`src/rtl/id_ex_stage_pkg.sv`:
```
// Shared types and constants for the ID/EX stage: state encoding, PC-source codes,
// field widths, the ID/EX register layout and the saturating-counter helper.
package id_ex_stage_pkg;
  localparam int REG_W   = 5;
  localparam int DATA_W  = 32;
  localparam int ALUOP_W = 6;
  localparam int MTR_W   = 2;
  localparam int PCSRC_W = 3;
  localparam int CNT_W   = 16;

  localparam logic [PCSRC_W-1:0] PCSRC_BRANCH = 3'b001;
  localparam logic [PCSRC_W-1:0] PCSRC_JR     = 3'b011;
  localparam logic [CNT_W-1:0]   CNT_MAX      = '1;

  typedef enum logic {
    ST_RUN  = 1'b0,
    ST_HOLD = 1'b1
  } state_t;

  typedef struct packed {
    logic [REG_W-1:0]   rs;
    logic [REG_W-1:0]   rt;
    logic [REG_W-1:0]   rd;
    logic [DATA_W-1:0]  data1;
    logic [DATA_W-1:0]  data2;
    logic [DATA_W-1:0]  imm;
    logic [DATA_W-1:0]  pc4;
    logic               regwr;
    logic               memwr;
    logic               memrd;
    logic               alusrc1;
    logic               alusrc2;
    logic [ALUOP_W-1:0] aluop;
    logic [MTR_W-1:0]   memtoreg;
  } idex_t;

  localparam idex_t IDEX_BUBBLE = '0;

  function automatic logic [CNT_W-1:0] sat_inc(input logic [CNT_W-1:0] v);
    return (v == CNT_MAX) ? v : v + CNT_W'(1);
  endfunction
endpackage

```
`src/rtl/hazard_detect.sv`:
```
// Combinational hazard detection for the instruction in ID against the ID/EX contents.
module hazard_detect
  import id_ex_stage_pkg::*;
(
  input  logic               i_idex_memrd,
  input  logic               i_idex_regwr,
  input  logic [REG_W-1:0]   i_idex_rd,
  input  logic [REG_W-1:0]   i_id_rs,
  input  logic [REG_W-1:0]   i_id_rt,
  input  logic               i_id_uses_rt,
  input  logic [PCSRC_W-1:0] i_id_pcsrc,
  output logic               o_lu,
  output logic               o_ch,
  output logic               o_two_cycle
);
  logic w_rd_live;
  logic w_rs_hit;
  logic w_rt_hit;
  logic w_is_cmp;

  assign w_rd_live = (i_idex_rd != '0);
  assign w_rs_hit  = w_rd_live && (i_idex_rd == i_id_rs);
  assign w_rt_hit  = w_rd_live && (i_idex_rd == i_id_rt);
  assign w_is_cmp  = (i_id_pcsrc == PCSRC_BRANCH) || (i_id_pcsrc == PCSRC_JR);

  assign o_lu = i_idex_memrd && (w_rs_hit || (i_id_uses_rt && w_rt_hit));
  // Compares resolve in ID, so both source fields matter regardless of uses_rt
  assign o_ch = w_is_cmp && i_idex_regwr && (w_rs_hit || w_rt_hit);
  assign o_two_cycle = o_ch && i_idex_memrd;
endmodule

```
`src/rtl/id_ex_stage.sv`:
```
// ID/EX pipeline register with hazard stall FSM and saturating stall/flush counters.
// state | meaning :  RUN | normal capture or single-cycle stall ;  HOLD | second bubble of a load feeding a compare
module id_ex_stage
  import id_ex_stage_pkg::*;
(
  input  logic               clk,
  input  logic               reset,
  input  logic [REG_W-1:0]   ID_rs,
  input  logic [REG_W-1:0]   ID_rt,
  input  logic [REG_W-1:0]   ID_rd,
  input  logic [DATA_W-1:0]  ID_data1,
  input  logic [DATA_W-1:0]  ID_data2,
  input  logic [DATA_W-1:0]  ID_imm,
  input  logic [DATA_W-1:0]  ID_pc4,
  input  logic               ID_regwr,
  input  logic               ID_memwr,
  input  logic               ID_memrd,
  input  logic               ID_alusrc1,
  input  logic               ID_alusrc2,
  input  logic [ALUOP_W-1:0] ID_aluop,
  input  logic [MTR_W-1:0]   ID_memtoreg,
  input  logic [PCSRC_W-1:0] ID_pcsrc,
  input  logic               ID_uses_rt,
  input  logic               flush,
  output logic [REG_W-1:0]   IDEX_rs,
  output logic [REG_W-1:0]   IDEX_rt,
  output logic [REG_W-1:0]   IDEX_rd,
  output logic [DATA_W-1:0]  IDEX_data1,
  output logic [DATA_W-1:0]  IDEX_data2,
  output logic [DATA_W-1:0]  IDEX_imm,
  output logic [DATA_W-1:0]  IDEX_pc4,
  output logic               IDEX_regwr,
  output logic               IDEX_memwr,
  output logic               IDEX_memrd,
  output logic               IDEX_alusrc1,
  output logic               IDEX_alusrc2,
  output logic [ALUOP_W-1:0] IDEX_aluop,
  output logic [MTR_W-1:0]   IDEX_memtoreg,
  output logic               stall,
  output logic [CNT_W-1:0]   stall_cnt,
  output logic [CNT_W-1:0]   flush_cnt
);
  state_t           r_state;
  idex_t            r_idex;
  logic [CNT_W-1:0] r_stall_cnt;
  logic [CNT_W-1:0] r_flush_cnt;
  idex_t            w_id;
  logic             w_lu;
  logic             w_ch;
  logic             w_two_cycle;
  logic             w_stall;

  assign w_id = '{rs: ID_rs, rt: ID_rt, rd: ID_rd, data1: ID_data1, data2: ID_data2,
                  imm: ID_imm, pc4: ID_pc4, regwr: ID_regwr, memwr: ID_memwr,
                  memrd: ID_memrd, alusrc1: ID_alusrc1, alusrc2: ID_alusrc2,
                  aluop: ID_aluop, memtoreg: ID_memtoreg};

  hazard_detect u_hazard_detect (
    .i_idex_memrd (r_idex.memrd),
    .i_idex_regwr (r_idex.regwr),
    .i_idex_rd    (r_idex.rd),
    .i_id_rs      (ID_rs),
    .i_id_rt      (ID_rt),
    .i_id_uses_rt (ID_uses_rt),
    .i_id_pcsrc   (ID_pcsrc),
    .o_lu         (w_lu),
    .o_ch         (w_ch),
    .o_two_cycle  (w_two_cycle)
  );

  // HOLD stalls unconditionally; the bubble already in ID/EX would hide the hazard
  assign w_stall = !reset && !flush && ((r_state == ST_HOLD) || w_lu || w_ch);

  always_ff @(posedge clk or posedge reset) begin
    if (reset) begin
      r_state     <= ST_RUN;
      r_idex      <= IDEX_BUBBLE;
      r_stall_cnt <= '0;
      r_flush_cnt <= '0;
    end else begin
      if (w_stall) r_stall_cnt <= sat_inc(r_stall_cnt);
      if (flush)   r_flush_cnt <= sat_inc(r_flush_cnt);
      if (flush || r_state == ST_HOLD) begin
        r_idex  <= IDEX_BUBBLE;
        r_state <= ST_RUN;
      end else if (w_lu || w_ch) begin
        r_idex  <= IDEX_BUBBLE;
        r_state <= w_two_cycle ? ST_HOLD : ST_RUN;
      end else begin
        r_idex  <= w_id;
        r_state <= ST_RUN;
      end
    end
  end

  assign stall         = w_stall;
  assign stall_cnt     = r_stall_cnt;
  assign flush_cnt     = r_flush_cnt;
  assign IDEX_rs       = r_idex.rs;
  assign IDEX_rt       = r_idex.rt;
  assign IDEX_rd       = r_idex.rd;
  assign IDEX_data1    = r_idex.data1;
  assign IDEX_data2    = r_idex.data2;
  assign IDEX_imm      = r_idex.imm;
  assign IDEX_pc4      = r_idex.pc4;
  assign IDEX_regwr    = r_idex.regwr;
  assign IDEX_memwr    = r_idex.memwr;
  assign IDEX_memrd    = r_idex.memrd;
  assign IDEX_alusrc1  = r_idex.alusrc1;
  assign IDEX_alusrc2  = r_idex.alusrc2;
  assign IDEX_aluop    = r_idex.aluop;
  assign IDEX_memtoreg = r_idex.memtoreg;
endmodule

```
`config.mk`:
```
export PLATFORM = sky130hd
export DESIGN_NAME = id_ex_stage
export DESIGN_NICKNAME = d
export VERILOG_FILES = /design/src/rtl/id_ex_stage_pkg.sv /design/src/rtl/hazard_detect.sv /design/src/rtl/id_ex_stage.sv
export SDC_FILE = /design/constraint.sdc
export NUM_CORES = 1
export LEC_CHECK = 0
export ABC_CLOCK_PERIOD_IN_PS = 7600
export BUFFER_PORTS_ARGS = -buffer_cell sky130_fd_sc_hd__clkbuf_2
export CORE_MARGIN = 3
export CORE_UTILIZATION = 33
export DETAILED_ROUTE_END_ITERATION = 8
export GPL_ROUTABILITY_DRIVEN = 0
export GPL_TIMING_DRIVEN = 0
export SETUP_SLACK_MARGIN = 0.02
export SLEW_MARGIN = 15
export SYNTH_ARGS = -nofsm -noshare
export SYNTH_HDL_FRONTEND = slang
export SYNTH_HIERARCHICAL = 1
export SYNTH_SLANG_ARGS = --single-unit
```
`constraint.sdc`:
```
create_clock -name clk -period 7.6 [get_ports clk]
set_clock_uncertainty 0.05 [all_clocks]
set_input_delay 1.14 -clock clk [delete_from_list [all_inputs] [get_ports clk]]
set_output_delay 1.14 -clock clk [all_outputs]
set_load 0.1 [all_outputs]
```
==> results of run 1 <==
## critical path: stages
cell	delay [ns]
clkbuf_2	0.11
xor2_1	0.18
nor3_2	0.08
a22oi_1	0.25
nor3_1	0.12
nor3_1	0.47
nand2b_1	0.17
clkbuf_1	0.28
inv_1	0.07
clkbuf_2	0.37
## area by class of cell
class | count | area share
antenna | 2 | 0.0005230
buffer | 21 | 0.008237
sequential | 189 | 0.4942
timing repair buffer | 351 | 0.1859
clock inverter | 14 | 0.02092
clock buffer | 17 | 0.04446
inverter | 6 | 0.003138
multi-input combinational | 300 | 0.2079
tap | 265 | 0.03465
## metrics by stage
| step | std cells | worst slack (ns) |
|---|---|---|
| floorplan | 516 | 1.268 |
| global placement | 1131 | -1.019 |
| detailed placement | 1132 | 3.158 |
| CTS | 1163 | 3.153 |
| global route | 1165 | 3.001 |
| finish | 1165 | 3.164 |
## per-layer routing
metal,vias to the layer above,share of wire
met1,2375,0.36
met3,21,0.097
met2,205,0.53
met5,-,0
li1,2406,-
met4,0,0.014
## logic make-up after synthesis
group                      after synthesis  share of synthesized area
DFF                                    189                     0.6935
xor gates and xnor gates                28                    0.03596
buffers and inverters                   27                    0.01486
and+or+nand+nor                        248                     0.2225
muxes                                    9                    0.01468
adders and majority gates                2                   0.003668
AOI/OAI and AO/OA                       13                    0.01486
## power breakdown
group	leakage, uW	total (uW)	switching [uW]	internal, uW
Combinational	0.00240	727	607	120
Sequential	0.00245	1110	41.5	1070
Clock	0.000297	944	412	532
Total	0.00515	2780	1060	1720
## registers in the layout, summed over array words and instances (netlist names)
name           count
flush_cnt         16
IDEX_memrd         1
IDEX_data2        32
IDEX_data1        32
IDEX_rd            5
stall_cnt         16
IDEX_alusrc1       1
IDEX_rt            5
IDEX_regwr         1
IDEX_memtoreg      2
r_state            1
IDEX_memwr         1
IDEX_aluop         6
IDEX_alusrc2       1
IDEX_imm          32
IDEX_rs            5
IDEX_pc4          32
## final timing paths
path                                 end       start  slack, ns
max                                stall    ID_rs[4]       3.16
min in group asynchronous   flush_cnt[7]       reset       0.76
max reg2reg                stall_cnt[15]  IDEX_rd[0]       4.72
max in group asynchronous    IDEX_imm[1]       reset       5.80
min reg2reg                      r_state     r_state       0.42
min                              r_state     r_state       0.42
## layout by cell type, fill, tap and decap left out, types with 3 or more instances in the layout
| master | count |
|---|---|
| clkbuf_2 | 350 |
| dfrtp_1 | 189 |
| and2_1 | 157 |
| xor2_1 | 25 |
| clkbuf_1 | 21 |
| nor2_1 | 19 |
| clkbuf_16 | 17 |
| nand2_1 | 15 |
| nor3_1 | 12 |
| nand3_1 | 9 |
| nand4_1 | 9 |
| mux2_1 | 7 |
| inv_1 | 5 |
| inv_8 | 5 |
| and4_1 | 4 |
| nor4_1 | 3 |
| xnor2_1 | 3 |
| a31oi_1 | 3 |
| nor3b_1 | 3 |
| nor3_2 | 3 |
| bufinv_16 | 3 |
| inv_6 | 3 |
| clkinvlp_4 | 3 |
==> out/metrics.yaml, run 1 <==
outcome:
  status: "finished clean"
yosys:
  synth_cells: 516
  ys_seq_area_frac: 0.6935
  ys_warn_count: 6
  synthTopCellsByArea: "dfrtp_1 69%, and2_1 14%, xor2_1 3.2%"
  postSynthAreaPerCell_um2: 13.22
  synth_top_area_share: 0.6935
  synth_most_common_cell: "dfrtp_1"
  synth_top_area_cell: "dfrtp_1"
  ys_ff_latch: 189
  synth_edf_count: 0
  synthArstFlopShare: 1.000
  ys_types: 39
  synthTopCellsByCount: "189 x dfrtp_1, 157 x and2_1, 25 x xor2_1"
  synth-main-ff-cell: "dfrtp_1"
  syn_nets: 681
  synthesis.area_um2: 6820
layout:
  multi_input_area_um2: 1989
  nets: 1051
  register_area_um2: 4730
  stdcell_area_um2: 9569
  drive_gt1_frac: 0.4399
  final_core_util: 0.4806
  nFillCells: 1907
  area.growth.synth_to_final_pct: 40.30
timing:
  setup_viol: 0
  max_slew_margin: 0.6028
  max_freq_mhz: 225.4
  hold_viol: 0
  slew_viol_final: 0
  setup_tns_ns: 0
  holdWs_ns: 0.4206
  rsz0062_at_grt: "no"
  tightest_slew_ns: 0.5983
  timing.final.crit_share: 0.5837
  min_period_ns: 4.436
detailed_routing:
  drtIter0Drc: 191
  via_count: 5007
  drc: 0
  routed_wl_um: 19540
  vias_per_cell: 4.298
  wl_per_cell_um: 16.78
  firstDrtPassIters: 4
  ant_nets: 0
placed_design:
  detailed_place_hpwl_um: 15540
  place_area_um2: 8939
  portBuffers: 350
clock_tree:
  clockBufferDepth: 2
  cts_buffers: 17
  clkLatencyLatePin_ns: 0.41
  cts_resized: 0
  cts_hold_buf: 0
  htree_levels: 4
  path_clk_slew_ns: 0.07
  cts_tree: "yes"
  cts_setup_buffers: 0
  clock_sinks: 189
  cts-root-buf: "clkbuf_16"
die:
  floorplan.initialDensity: 0.3426
  std_cell_rows: 51
  die_w_um: 149.8
  die_area_um2: 22430
  num_io_pins: 352
  dieHeight_um: 149.8
  coreArea_um2: 19910
setup_path:
  worstSetupPathType: "in -> out"
  cp.arrival_ns: 3.25
  end_kind: "output port"
  r2r_cells: 8
  crit_path_max_fanout: 8
  worstSetupStartpointType: "input port"
  cp.required_ns: 6.41
power:
  fin_total_pwr_uw: 2781
  ir_worst_vdd_v: 0.0001519
  p_per_area_nw_per_um2: 290.7
  leakagePower_uw: 0.005148
global_routing:
  grt_use_met2: 0.3088
  grt_max_degree: 111
  met3_usage: 0.08207
  antenna_found_initial: 2
  use_met1: 0.1884
  grt_pass1_wl_um: 29460
  grt_util_all_layers: 0.1748
  grt-ovfl-total: 0
  grt_pass1_vias: 5211
  busiest_layer: "met2"
worst_hold_path:
  worstHoldPathCells: 1
  hp-class: "reg -> reg"
flow_run:
  cap_violations: 0
No activity file was read; power rests on OpenSTA's default activity.
==> run 2: changes to the inputs <==
- ABC_CLOCK_PERIOD_IN_PS: 7600 -> 3990
- clock period: 7.6 -> 3.99 ns (I/O delays scaled with it)
==> run 2 against run 1 <==
Wire length increased by 3.8%. Flip-flop and latch count is the same. Sequential share of layout area decreased by 0.45 points. Cell count hardly changed. Critical endpoint unchanged.
==> out/metrics.yaml, run 2 (synthesis gave the netlist of run 1 again) <==
placed_design:
  detailed_place_hpwl_um: 16440  # +5.8%
  dpl.cell_count: 1137  # +0.44%
  pre_cts_ws_ns: 0.5965  # -2.561 ns
  portBuffers: 350  # unchanged
power:
  ir_worst_vdd_v: 0.0002648  # +74%
  p_per_area_nw_per_um2: 552.0  # +90%
  leakagePower_uw: 0.005193  # +0.88%
layout:
  area.growth.synth_to_final_pct: 41.59
  n_antenna_cell: 0  # -2
  nets: 1056  # +0.48%
  nFillCells: 1831  # -4.0%
  final_common_cell: "clkbuf_2"
  final_cell_mix: "350 x clkbuf_2, 189 x dfrtp_1, 157 x and2_1"
  multi_input_area_um2: 1989  # unchanged
  stdcell_count: 1166  # +0.086%
  drive_gt1_frac: 0.4417  # +0.001865
  register_area_um2: 4730  # unchanged
clock_tree:
  cts_buffers: 17  # unchanged
  path_clk_slew_ns: 0.07  # about the same
  cts_tree: "yes"
  clock_sinks: 189  # unchanged
  cts_setup_buffers: 0  # unchanged
  clockBufferDepth: 2  # unchanged
  cts_hold_buf: 0  # unchanged
  htree_levels: 4  # unchanged
  cts-root-buf: "clkbuf_16"
  cts_resized: 0  # unchanged
  clkLatencyLatePin_ns: 0.41  # about the same
global_routing:
  grt_pass1_vias: 5261  # +0.96%
  busiest_layer: "met2"
  grt_use_met2: 0.3120  # +0.003167
  met3_usage: 0.08661  # +0.004543
  grt-ovfl-total: 0  # unchanged
  grt_max_degree: 35  # -68%
  grt_util_all_layers: 0.1827  # +0.007926
  antenna_found_initial: 1  # -1
  use_met1: 0.2113  # +0.02293
  grt_pass1_wl_um: 30590  # +3.9%
outcome:
  status: "finished clean"
timing:
  holdWs_ns: 0.1670  # -0.2536 ns
  rsz0062_at_grt: "no"
  slew_viol_final: 0  # unchanged
  hold_viol: 0  # unchanged
  timing.final.crit_share: 0.9225
  max_slew_margin: 0.5718  # -0.03105
  layout_setup_ws_ns: 0.3094  # -2.854 ns
  max_freq_mhz: 271.7
  min_period_ns: 3.681
  setup_viol: 0  # unchanged
  tightest_slew_ns: 0.6423  # +0.04403 ns
setup_path:
  worstSetupPathType: "reg -> out"
  crit_path_max_fanout: 8  # unchanged
  critPathTopFamily: "simple AND/OR/NAND/NOR gates"
  slowest_delay_ns: 0.59  # +0.12 ns
  cp_slowest_cell: "or4_4"
  crit_buf_inv: 3  # -1
  end_kind: "output port"
  worstSetupStartpointType: "register"
  crit_chain: "or4_4 > o21ai_2 > nor2_1 > nor3_1 > nand2b_1 > clkbuf_1 > inv_1 > clkbuf_2"
  cp.arrival_ns: 3.03  # -0.22 ns
  cp.required_ns: 3.34  # -3.07 ns
worst_hold_path:
  hp-class: "in -> async"
detailed_routing:
  via_count: 5078  # +1.4%
  wl_per_cell_um: 17.39  # +3.7%
  routed_wl_um: 20280  # +3.8%
  vias_per_cell: 4.355  # +1.3%
  drtIter0Drc: 162  # -15%
  drc: 0  # unchanged
  firstDrtPassIters: 4  # unchanged
  ant_nets: 0  # unchanged
die:
  die_w_um: 149.8  # unchanged
  num_io_pins: 352  # unchanged
  floorplan.initialDensity: 0.3426  # unchanged
  die_area_um2: 22430  # unchanged
  std_cell_rows: 51  # unchanged
  coreArea_um2: 19910  # unchanged
  dieHeight_um: 149.8  # unchanged
flow_run:
  cap_violations: 0  # unchanged
run 2: path summary, 6_finish.rpt:
| path | start | endpoint | slack (ns) | cells past startpoint |
|---|---|---|---|---|
| setup reg to reg | IDEX_rd[1] | IDEX_data2[20] | 1.01 | 7 |
| setup / recovery | IDEX_rd[1] | stall | 0.31 | 8 |
| hold reg to reg | r_state | r_state | 0.41 | 1 |
| hold / removal | reset | stall_cnt[11] | 0.17 | 2 |
| min in group clk | ID_pc4[3] | IDEX_pc4[3] | 0.33 | 2 |
| max in group asynchronous | reset | IDEX_data2[23] | 2.76 | 5 |
run 2: layout make-up:
| type | count | share of cell area |
|---|---|---|
| clock buffers | 18 | 0.04548 |
| multi-input cells | 300 | 0.2060 |
| repair buffers | 356 | 0.1946 |
| well taps | 265 | 0.03434 |
| flip-flops and latches | 189 | 0.4898 |
| clock inverters | 11 | 0.01892 |
| inverters | 6 | 0.002721 |
| plain buffers | 21 | 0.008163 |
run 2: stage by stage:
step           TNS, ns  area [um^2]  power [uW]    util
2_1_floorplan        0         6824        3249       -
3_5_place_dp         0         9035        3566  0.4538
6_report             0         9657        5330  0.4850
5_1_grt              0         9657        5545  0.4850
4_1_cts              0         9657        5393  0.4850
3_3_place_gp    -69.09         8907        3543  0.4474
run 2: metal layers:
metal  vias to the layer above  share of wire  routed length, um
li1                       2415              -                  -
met1                      2450           0.38               7646
met2                       202           0.51              10400
met3                         9           0.10               2072
met4                         2         0.0070                141
met5                         -        0.00064                 13
run 2: report_power, final:
group	total [uW]	internal, uW	switching, uW
Clock	1810	1070	743
Combinational	1400	239	1170
Sequential	2110	2040	75.1
Total	5330	3350	1980
